<file path="src/rtl/pc_sequencer.sv">
// pc_sequencer: program-counter controller for the fetch stage.
// Owns the PC and walks it from a start address (branch table entry 0) to HALT_ADDR,
// with stall, table-driven taken branches and a Start/Done handshake. An 8-entry
// (2**SEL_W) branch-target table is reprogrammable only while idle or done.
//
// Optional feature: define PC_SEQ_LINK_EN to add a link register with link_i/ret_i.
//
// Ports:
//   clk_i          clock, all state updates on the rising edge
//   reset_i        synchronous active-high reset
//   start_i        level: high arms/holds at start address, release begins the run
//   stall_i        hold PC this cycle
//   branch_en_i    current instruction is a branch
//   taken_i        branch condition true
//   target_sel_i   table index of the branch target
//   cfg_we_i       table write enable
//   cfg_addr_i     table write index
//   cfg_data_i     table write data
//   link_i         (PC_SEQ_LINK_EN) taken branch also saves PC+1 to the link register
//   ret_i          (PC_SEQ_LINK_EN) jump to the link register
//   prog_ctr_o     current PC
//   running_o      high while running
//   done_o         high after reaching HALT_ADDR
//   cfg_err_o      one-cycle pulse when a table write is refused
module pc_sequencer #(
  parameter int unsigned PC_W      = 10,
  parameter int unsigned SEL_W     = 3,
  parameter int unsigned HALT_ADDR = 1023
) (
  input  logic             clk_i,
  input  logic             reset_i,
  input  logic             start_i,
  input  logic             stall_i,
  input  logic             branch_en_i,
  input  logic             taken_i,
  input  logic [SEL_W-1:0] target_sel_i,
  input  logic             cfg_we_i,
  input  logic [SEL_W-1:0] cfg_addr_i,
  input  logic [PC_W-1:0]  cfg_data_i,
`ifdef PC_SEQ_LINK_EN
  input  logic             link_i,
  input  logic             ret_i,
`endif
  output logic [PC_W-1:0]  prog_ctr_o,
  output logic             running_o,
  output logic             done_o,
  output logic             cfg_err_o
);

  localparam int unsigned Depth = 2 ** SEL_W;
  localparam logic [PC_W-1:0] HaltPc = PC_W'(HALT_ADDR);

  typedef enum logic [1:0] {StIdle, StArmed, StRun, StDone} state_e;

  state_e          state_q;
  logic [PC_W-1:0] pc_q;
  logic            running_q;
  logic            done_q;
  logic            cfg_err_q;
  logic [PC_W-1:0] table_q [Depth];
`ifdef PC_SEQ_LINK_EN
  logic [PC_W-1:0] link_q;
`endif

  // Power-on branch-target table contents; entries past the first eight clear to 0.
  function automatic logic [PC_W-1:0] reset_entry(int unsigned idx);
    case (idx)
      1:       return PC_W'(36);
      2:       return PC_W'(40);
      3:       return PC_W'(63);
      4:       return PC_W'(68);
      5:       return PC_W'(208);
      7:       return PC_W'(1023);
      default: return '0;
    endcase
  endfunction

  always_ff @(posedge clk_i) begin
    if (reset_i) begin
      state_q   <= StIdle;
      pc_q      <= '0;
      running_q <= 1'b0;
      done_q    <= 1'b0;
      cfg_err_q <= 1'b0;
      for (int unsigned i = 0; i < Depth; i++) begin
        table_q[i] <= reset_entry(i);
      end
`ifdef PC_SEQ_LINK_EN
      link_q    <= '0;
`endif
    end else begin
      // Table port: writes land only when no run is armed or active.
      cfg_err_q <= 1'b0;
      if (cfg_we_i) begin
        if (state_q == StIdle || state_q == StDone) begin
          table_q[cfg_addr_i] <= cfg_data_i;
        end else begin
          cfg_err_q <= 1'b1;
        end
      end

      case (state_q)
        StIdle: begin
          if (start_i) state_q <= StArmed;
        end
        StArmed: begin
          pc_q <= table_q[0];
          if (!start_i) begin
            state_q   <= StRun;
            running_q <= 1'b1;
          end
        end
        StRun: begin
          if (start_i) begin
            // Abort: PC is reloaded from the table by the armed state.
            state_q   <= StArmed;
            running_q <= 1'b0;
          end else if (pc_q == HaltPc) begin
            state_q   <= StDone;
            running_q <= 1'b0;
            done_q    <= 1'b1;
          end else if (stall_i) begin
            // Hold; a stalled taken branch is dropped and re-presented by the decoder.
          end
`ifdef PC_SEQ_LINK_EN
          else if (ret_i) begin
            pc_q <= link_q;
          end
`endif
          else if (branch_en_i && taken_i) begin
            pc_q <= table_q[target_sel_i];
`ifdef PC_SEQ_LINK_EN
            if (link_i) link_q <= pc_q + 1'b1;
`endif
          end else begin
            pc_q <= pc_q + 1'b1;
          end
        end
        StDone: begin
          if (start_i) begin
            state_q <= StArmed;
            done_q  <= 1'b0;
          end
        end
        default: state_q <= StIdle;
      endcase
    end
  end

  assign prog_ctr_o = pc_q;
  assign running_o  = running_q;
  assign done_o     = done_q;
  assign cfg_err_o  = cfg_err_q;

endmodule

</file>
<file path="config.mk">
export PLATFORM = sky130hd
export DESIGN_NAME = pc_sequencer
export DESIGN_NICKNAME = d
export VERILOG_FILES = /design/src/rtl/pc_sequencer.sv
export SDC_FILE = /design/constraint.sdc
export NUM_CORES = 1
export LEC_CHECK = 0
export CAP_MARGIN = 0
export CELL_PAD_IN_SITES_DETAIL_PLACEMENT = 0
export CELL_PAD_IN_SITES_GLOBAL_PLACEMENT = 1
export CORE_MARGIN = 2
export CORE_UTILIZATION = 52
export CTS_BUF_LIST = sky130_fd_sc_hd__clkbuf_16
export CTS_CLUSTER_SIZE = 12
export DETAILED_ROUTE_END_ITERATION = 8
export PLACE_DENSITY_LB_ADDON = 0.1
export SYNTH_ARGS = -nofsm -noshare
export SYNTH_HDL_FRONTEND = slang
export SYNTH_SLANG_ARGS = --single-unit
</file>
<file path="constraint.sdc">
create_clock -name clk_i -period 6.3 [get_ports clk_i]
set_input_delay 1.26 -clock clk_i [delete_from_list [all_inputs] [get_ports clk_i]]
set_output_delay 1.26 -clock clk_i [all_outputs]
set_load 0.005 [all_outputs]
</file>
==> out/qor.csv, run 1 <==
metric,value,unit
Post-CTS Setup Inserts,0,
Leakage,1.782,nW
H-Tree Depth,3,
status,finished clean,
routed vias/inst,5.900,
Ant. Diodes,0,
DR vias,2997,
Starting Density,0.5357,
gr usage total,0.2448,
layout cell share with drive strength beyond 1,0.1125,
Slew headroom,0.3391,
"commonest non-fill, non-tap cells in the layout","edfxtp_1, and2_1, clkdlybuf4s50_1",
Tightest Hold Check Type,reg -> reg,
iteration-0 DRC count of the detailed router,173,
final setup TNS,0,ns
"EDFF count, synth",80,
die height,98.79,um
TritonCTS Buffers,9,
cts repair resizes,0,
Synth Area in Simple Gates,0.1963,
hold_sp,running_o$_SDFFE_PP0P_,
CTS Sinks,95,
drt pass-1 iters,4,
vias in the first global route,3031,
"Clk Latency, worst-skew pair",0.34,ns
Final Max Slew Viols,0,
CP endpoint kind,flop,
arrival time at the worst endpoint,4.25,ns
post-synthesis mux area share,0.09266,
Hold Slack,0.4732,ns
Die W,98.79,um
"Core Util, Final",0.6115,
final hold vios,0,
Overflow after GRT,0,
#FFs+latches synth,95,
DRC,0,
syn nets,395,
core footprint,8721,um^2
Port-buffer cells,35,
reg2reg path depth,5,
critical path class,in -> reg,
Final nets,422,
Cell variety after synth,45,
wire per inst,22.15,um
root buffer cell,clkbuf_16,
r2r startpoint,state_q[0]$_SDFFE_PP0P_,
largest net degree at the start of global routing,31,
Required @ worst endpoint,6.32,ns
CTS tree,done,
"CTS clk-pin slew, worst paths",0.07,ns
initial antenna violation count,0,
Fin Clk Skew,0.006786,ns
R2R Path End,table_q[1][4]$_SDFFCE_PN0P_,
DIE AREA,9758,um^2
Final Wtd Congestion,0.8247,
Adder-Cell Fraction of Synth Area,0.01071,
hold buffer count at cts,0,
syn avg cell area,12.70,um^2
"commonest non-fill, non-tap cell in the layout",edfxtp_1,
total of max-cap violations,0,
crit path launch type,primary input,
Mapped Cells,368,
Boundary Pins,36,
final setup vio count,0,
"Seq/Total Area, Yosys",0.5785,
post-DP HPWL,7788,um
Post-DRT Antenna Nets,0,
slew at the pin closest to its max-slew limit,0.9914,ns
Worst IR Drop VDD,0.1571,mV
Yosys warning count,0,
Compound-Gate Fraction of Synth Area,0.08222,
Layout area overhead,14.14,%
PD cells,294.4,nW/um^2
synthesized cell area,4672,um^2
r2r setup slk,3.21,ns
worst hold path depth,2,
largest family of logic cells by synthesized area,simple AND/OR/NAND/NOR gates,
Tmin final,4.229,ns
CTS Buffer Depth,2,
fmax,236.5,MHz
fin crit share,0.6713,
Synth async-reset ratio,0,
first-pass GRT wire length,17620,um
site row count,34,
CP max FO,23,
RSZ-0062 raised after global routing,no,
most common flop cell mapped by yosys,edfxtp_1,
Fillers,701,
XOR/XNOR share of the synthesized area,0.01312,
final WL,11250,um
hold path endpoint,running_o$_SDFFE_PP0P_,
logic make-up (layout without fill, tap and decap cells):
group / count (synthesis) / count (layout)
muxes: 30 / 30
DFF: 95 / 95
buffers and inverters: 26 / 58
and+or+nand+nor: 159 / 159
adders and majority gates: 4 / 4
xor gates and xnor gates: 7 / 7
AOI/OAI and AO/OA: 47 / 47
area by class of cell:
cell class | count | area (um^2) | area share
multi-input combinational | 247 | 1846 | 0.3461
tap | 108 | 135.1 | 0.02534
clock inverter | 7 | 48.80 | 0.009151
sequential | 95 | 2703 | 0.5068
inverter | 6 | 22.52 | 0.004223
clock buffer | 9 | 225.2 | 0.04223
timing repair buffer | 36 | 352.8 | 0.06617
synthesized netlist by cell type (2+ instances only):
master      n  area share
nand2_1    14       0.011
buf_4       4      0.0064
edfxtp_1   80        0.51
o21bai_1    2      0.0032
mux4_1      2       0.011
nand3_1    13       0.014
nor3_1      8      0.0086
and2_1     56       0.075
o21ai_0     5      0.0054
dfxtp_1    15       0.064
buf_2       3      0.0032
nand4_1     2      0.0027
ha_1        4       0.011
nor2_1     12      0.0096
a31oi_1     3      0.0040
mux2i_1    20       0.043
inv_1       6      0.0048
nor2b_1     4      0.0054
mux4_2      8       0.039
a22o_1      3      0.0056
o211ai_1    8       0.013
clkbuf_1   11      0.0088
o2111ai_1   2      0.0038
xnor2_1     5      0.0094
a22oi_1     5      0.0080
xor2_1      2      0.0038
a32o_1      7       0.015
or2_2      14       0.019
a21oi_1     4      0.0043
or3_1      24       0.032
nand2b_1    8       0.011
report_power, final:
part           internal [W]  switching, W
registers          0.000731     0.0000441
logic              0.000135      0.000149
clock network      0.000268      0.000242
total               0.00113      0.000435
metal layers:
metal / up-vias / part of all wire / track usage
li1: 1424 / - / -
met5: - / 0 / 0
met4: 0 / 0.022 / 0.07903
met3: 17 / 0.043 / 0.03475
met2: 80 / 0.51 / 0.4236
met1: 1476 / 0.42 / 0.3195
worst max-delay path: stages:
cell	delay, ns
clkdlybuf4s50_1	0.73
nor2b_1	0.32
nand3_1	0.59
nor3_1	0.94
or2_2	0.40
through the flow:
step | instances | power (W) | worst slack (ns) | cell area [um^2]
after floorplan | 368 | 0.0009521 | 3.603 | 4672
after global placement | 492 | 0.001069 | 1.969 | 5059
after detailed placement | 492 | 0.001073 | 1.768 | 5059
after CTS | 508 | 0.001571 | 2.099 | 5333
after global routing | 508 | 0.001629 | 1.800 | 5333
final | 508 | 0.001570 | 2.071 | 5333
worst max-delay path by stage:
stage                                             end  slack, ns  startpoint
after floorplan           table_q[7][0]$_SDFFCE_PN1P_       3.60    cfg_we_i
after global placement    table_q[1][6]$_SDFFCE_PN0P_       1.97     reset_i
after detailed placement  table_q[1][6]$_SDFFCE_PN0P_       1.77     reset_i
after CTS                 table_q[1][7]$_SDFFCE_PN0P_       2.10     reset_i
after global routing      table_q[1][8]$_SDFFCE_PN0P_       1.80     reset_i
final                     table_q[1][4]$_SDFFCE_PN0P_       2.07     reset_i
registers in the layout, summed over array words and instances (netlist names):
| name | count |
|---|---|
| done_o | 1 |
| cfg_err_o | 1 |
| prog_ctr_o | 10 |
| running_o | 1 |
| table_q | 80 |
| state_q | 2 |
Power figures use the tool's default switching activity.
==> inputs of run 2 (changes only) <==
--- a/config.mk
+++ b/config.mk
@@ -9,7 +9,7 @@
 export CELL_PAD_IN_SITES_DETAIL_PLACEMENT = 0
 export CELL_PAD_IN_SITES_GLOBAL_PLACEMENT = 1
 export CORE_MARGIN = 2
-export CORE_UTILIZATION = 52
+export CORE_UTILIZATION = 48
 export CTS_BUF_LIST = sky130_fd_sc_hd__clkbuf_16
 export CTS_CLUSTER_SIZE = 12
 export DETAILED_ROUTE_END_ITERATION = 8
==> constraint.sdc (replaced) <==
create_clock -name clk_i -period 4 [get_ports clk_i]
set_input_delay 0.8 -clock clk_i [delete_from_list [all_inputs] [get_ports clk_i]]
set_output_delay 0.8 -clock clk_i [all_outputs]
set_load 0.005 [all_outputs]
==> out/qor.csv, run 2 (synthesis gave the netlist of run 1 again) <==
metric,value,unit,change
Overflow after GRT,0,,unchanged
die height,102.7,um,+3.9%
Layout Cells excl Fill,540,,+6.3%
"Clk Latency, worst-skew pair",0.34,ns,about the same
Ant. Diodes,0,,unchanged
gr usage total,0.2317,,-0.01302
CTS Sinks,95,,unchanged
arrival time at the worst endpoint,2.69,ns,-1.56 ns
layout cell share with drive strength beyond 1,0.1253,,+0.01281
first-pass GRT wire length,17390,um,-1.3%
Layout area overhead,15.91,%,
setup ws final,1.319,ns,-0.7520 ns
hold buffer count at cts,0,,unchanged
CP endpoint kind,flop,,
wire per inst,20.63,um,-6.9%
largest reg by FF count,table_q,,
"commonest non-fill, non-tap cells in the layout","edfxtp_1, and2_1, clkdlybuf4s50_1",,
core footprint,9594,um^2,+10%
routed vias/inst,5.517,,-6.5%
Tmin final,2.681,ns,
DRC,0,,unchanged
DIE AREA,10540,um^2,+8.0%
post-DP HPWL,7918,um,+1.7%
total of max-cap violations,0,,unchanged
Fillers,815,,+16%
"Core Util, Final",0.5644,,-0.04705
pre-CTS WS,0.9895,ns,-0.7780 ns
Post-CTS Setup Inserts,0,,unchanged
final hold vios,0,,unchanged
max reg flops,80,,unchanged
"CTS clk-pin slew, worst paths",0.07,ns,about the same
CTS Buffer Depth,2,,unchanged
final WL,11140,um,-0.99%
H-Tree Depth,3,,unchanged
total power,0.002458,W,+57%
"commonest non-fill, non-tap cell in the layout",edfxtp_1,,
critical path class,in -> reg,,
Worst IR Drop VDD,0.2647,mV,+69%
final setup vio count,0,,unchanged
cts repair resizes,0,,unchanged
slew at the pin closest to its max-slew limit,0.8354,ns,-0.1560 ns
Die W,102.7,um,+3.9%
CTS tree,done,,
Starting Density,0.4870,,-0.04877
largest net degree at the start of global routing,26,,-16%
status,finished clean,,
TritonCTS Buffers,9,,unchanged
CP max FO,10,,-57%
Final Max Slew Viols,0,,unchanged
Leakage,1.814,nW,+1.8%
vias in the first global route,2996,,-1.2%
final setup TNS,0,ns,unchanged
initial antenna violation count,0,,unchanged
fmax,373.0,MHz,
Slew headroom,0.4430,,+0.1040
Required @ worst endpoint,4.01,ns,-2.31 ns
root buffer cell,clkbuf_16,,
Cells after DPL,524,,+6.5%
Final nets,429,,+1.7%
PD cells,453.8,nW/um^2,+54%
Post-DRT Antenna Nets,0,,unchanged
fin crit share,0.6702,,
Boundary Pins,36,,unchanged
iteration-0 DRC count of the detailed router,186,,+7.5%
Fin Clk Skew,0.01156,ns,+0.004773 ns
site row count,36,,+5.9%
Tightest Hold Check Type,reg -> reg,,
RSZ-0062 raised after global routing,no,,
drt pass-1 iters,4,,unchanged
Port-buffer cells,35,,unchanged
Final Wtd Congestion,0.7850,,-4.8%
DR vias,2979,,-0.60%
crit path launch type,primary input,,
==> run 2: critical path: stages <==
cell and delay [ns]:
clkdlybuf4s50_1 0.45, nor2b_1 0.19, nand3b_1 0.33, nor2_1 0.54, or2_2 0.38
==> run 2: metal layers <==
| layer | GRT usage | share of wire | vias to the layer above |
|---|---|---|---|
| met5 | 0 | 0 | - |
| met4 | 0.08513 | 0.016 | 0 |
| li1 | - | - | 1444 |
| met3 | 0.04000 | 0.039 | 11 |
| met2 | 0.3655 | 0.49 | 69 |
| met1 | 0.3252 | 0.45 | 1455 |
==> run 2: area by class of cell <==
class	instances	area, um^2	area share
Multi-Input combinational cell	247	1846	0.3408
Clock inverter	7	47.55	0.008780
Clock buffer	9	225.2	0.04159
Sequential cell	95	2703	0.4991
Inverter	6	22.52	0.004159
Tap cell	133	166.4	0.03073
Timing Repair Buffer	43	405.4	0.07486
==> run 2: power by group <==
part	leakage (nW)	internal [W]	switching [W]
sequential	0.864	0.00115	0.0000705
clock	0.133	0.000422	0.000370
combinational	0.817	0.000216	0.000227
==> run 2: worst paths after layout <==
kind | startpoint | end | slack, ns | cells after the start
max reg2reg | state_q[0]$_SDFFE_PP0P_ | table_q[4][0]$_SDFFCE_PN0P_ | 1.60 | 5
min reg2reg | done_o$_SDFFE_PP0P_ | done_o$_SDFFE_PP0P_ | 0.47 | 2
min | done_o$_SDFFE_PP0P_ | done_o$_SDFFE_PP0P_ | 0.47 | 2
max | cfg_we_i | table_q[4][0]$_SDFFCE_PN0P_ | 1.32 | 5
==> run 2: through the flow <==
stage                     area [um^2]  hold slack, ns
after global placement           5142          0.4562
after global routing             5415          0.4931
after floorplan                  4672          0.4625
after detailed placement         5142          0.4698
after CTS                        5415          0.4810
final                            5415          0.4742
==> inputs of run 3 (changes only) <==
--- a/config.mk
+++ b/config.mk
@@ -9,7 +9,7 @@
 export CELL_PAD_IN_SITES_DETAIL_PLACEMENT = 0
 export CELL_PAD_IN_SITES_GLOBAL_PLACEMENT = 1
 export CORE_MARGIN = 2
-export CORE_UTILIZATION = 48
+export CORE_UTILIZATION = 43
 export CTS_BUF_LIST = sky130_fd_sc_hd__clkbuf_16
 export CTS_CLUSTER_SIZE = 12
 export DETAILED_ROUTE_END_ITERATION = 8
==> constraint.sdc (replaced) <==
create_clock -name clk_i -period 2.3 [get_ports clk_i]
set_input_delay 0.46 -clock clk_i [delete_from_list [all_inputs] [get_ports clk_i]]
set_output_delay 0.46 -clock clk_i [all_outputs]
set_load 0.005 [all_outputs]
==> out/qor.csv, run 3 (synthesis gave the netlist of run 1 again) <==
metric,value,unit,change
Overflow after GRT,0,,unchanged
Final Max Slew Viols,0,,unchanged
Clock Power Share,0.367,,+0.045
final setup vio count,0,,unchanged
cts repair resizes,0,,unchanged
Boundary Pins,36,,unchanged
Slew headroom,0.5438,,+0.1008
CP Cell Sequence,"inv_1, ha_1, nand3_1, buf_4, nor2_1, or2_2",,
TritonCTS Buffers,9,,unchanged
Post-CTS Setup Inserts,0,,unchanged
die height,108.2,um,+5.4%
CTS tree,done,,
core footprint,10700,um^2,+12%
"Clk Latency, worst-skew pair",0.35,ns,about the same
routed vias/inst,5.442,,-1.4%
Fillers,929,,+14%
CP max FO,22,,+12
DIE AREA,11710,um^2,+11%
Die W,108.2,um,+5.4%
CTS Sinks,95,,unchanged
Final Wtd Congestion,0.8112,,+3.3%
H-Tree Depth,3,,unchanged
layout cell share with drive strength beyond 1,0.1659,,+0.04058
largest reg by FF count,table_q,,
Worst IR Drop VDD,0.3331,mV,+26%
Fin Clk Skew,0.007662,ns,-0.003897 ns
PD cells,820.4,nW/um^2,+81%
gr usage total,0.2209,,-0.01086
Leakage,1.963,nW,+8.2%
Cells after DPL,552,,+5.3%
"CTS clk-pin slew, worst paths",0.07,ns,about the same
site row count,38,,+5.6%
Required @ worst endpoint,2.37,ns,-1.64 ns
critical path class,reg -> reg,,
setup ws final,0.3432,ns,-0.9759 ns
Hold Slack,0.4750,ns,+0.0008320 ns
post-DP HPWL,8812,um,+11%
iteration-0 DRC count of the detailed router,190,,+2.2%
Port-buffer cells,35,,unchanged
arrival time at the worst endpoint,2.02,ns,-0.67 ns
Final nets,450,,+4.9%
internal power,0.003472,W,+94%
first-pass GRT wire length,18740,um,+7.8%
wire per inst,20.85,um,+1.1%
DR vias,3091,,+3.8%
fmax,511.0,MHz,
initial antenna violation count,0,,unchanged
Tightest Hold Check Type,reg -> reg,,
root buffer cell,clkbuf_16,,
final setup TNS,0,ns,unchanged
Multi-input gate area,1846,um^2,unchanged
drt pass-1 iters,4,,unchanged
switching power share of the total,0.2536,,-0.01816
Seq pwr share,0.455,,-0.042
Post-DRT Antenna Nets,0,,unchanged
DRC,0,,unchanged
Slowest Stage Delay on Critical Path,0.39,ns,-0.15 ns
max reg flops,80,,unchanged
Ant. Diodes,0,,unchanged
total of max-cap violations,0,,unchanged
CP endpoint kind,flop,,
Critical Path Slowest Stage Cell,or2_2,,
status,finished clean,,
Register Area,2703,um^2,unchanged
Tmin final,1.957,ns,
final hold vios,0,,unchanged
largest net degree at the start of global routing,23,,-12%
Layout area overhead,21.37,%,
Starting Density,0.4367,,-0.05023
"Core Util, Final",0.5301,,-0.03437
fin crit share,0.8508,,
RSZ-0062 raised after global routing,no,,
final WL,11840,um,+6.3%
"commonest non-fill, non-tap cell in the layout",edfxtp_1,,
CTS Buffer Depth,2,,unchanged
slew at the pin closest to its max-slew limit,0.6818,ns,-0.1537 ns
"commonest non-fill, non-tap cells in the layout","edfxtp_1, and2_1, clkdlybuf4s50_1",,
Layout Cells excl Fill,568,,+5.2%
hold buffer count at cts,0,,unchanged
Switching Power,0.001180,W,+77%
pre-CTS WS,0.06427,ns,-0.9253 ns
Logic pwr share,0.178,,-0.002
vias in the first global route,3169,,+5.8%
crit path launch type,flop,,
[run 3: cell count changes in the layout (fill, tap and decap cells not counted)]
cell / previous run / this run
buf_4: 8 / 27
clkinv_2: 2 / 1
buf_12: 0 / 2
clkinv_4: 2 / 0
clkinvlp_4: 1 / 0
bufinv_16: 0 / 3
inv_1: 6 / 7
[run 3: critical path, delay by kind of cell, from the launching register on]
| family | cells | cell delay [ns] |
|---|---|---|
| simple gates | 3 | 0.60 |
| flops | 1 | 0.38 |
| fa+ha+maj | 1 | 0.38 |
| buf+inv | 2 | 0.30 |
[run 3: final timing paths]
| path | cells past startpoint | start | end | slack (ns) |
|---|---|---|---|---|
| worst min register to register | 2 | done_o$_SDFFE_PP0P_ | done_o$_SDFFE_PP0P_ | 0.48 |
| worst min-delay path | 2 | done_o$_SDFFE_PP0P_ | done_o$_SDFFE_PP0P_ | 0.48 |
| worst max register to register | 6 | state_q[0]$_SDFFE_PP0P_ | table_q[3][1]$_SDFFCE_PN1P_ | 0.34 |
| worst max-delay path | 6 | state_q[0]$_SDFFE_PP0P_ | table_q[3][1]$_SDFFCE_PN1P_ | 0.34 |
[run 3: routing by layer]
metal / vias up / wire length [um] / GRT usage
li1: 1486 / - / -
met1: 1506 / 5570 / 0.3167
met2: 84 / 5535 / 0.3450
met3: 15 / 496 / 0.02954
met4: 0 / 242 / 0.08150
met5: - / 0 / 0
[run 3: cell type report]
cell class / count / area share
inverters: 6 / 0.003972
clock buffers: 9 / 0.03972
clock inverters: 7 / 0.01964
repair buffers: 64 / 0.1037
well taps: 140 / 0.03089
flip-flops and latches: 95 / 0.4766
multi-input cells: 247 / 0.3255
[run 3: stage by stage]
| stage | total power, W | area [um^2] |
|---|---|---|
| 6_report | 0.004652 | 5670 |
| 5_1_grt | 0.004850 | 5670 |
| 4_1_cts | 0.004678 | 5670 |
| 3_5_place_dp | 0.002990 | 5334 |
| 3_3_place_gp | 0.002984 | 5334 |
| 2_1_floorplan | 0.002608 | 4672 |
[run 3: power by group through the flow]
| stage | combinational [W] | sequential (W) | clock [W] |
|---|---|---|---|
| after global placement | 0.000833 | 0.00215 | 0 |
| after global routing | 0.000915 | 0.00214 | 0.00180 |
| after detailed placement | 0.000835 | 0.00216 | 0 |
| after floorplan | 0.000476 | 0.00213 | 0 |
| after CTS | 0.000839 | 0.00212 | 0.00172 |
| final | 0.000829 | 0.00212 | 0.00171 |
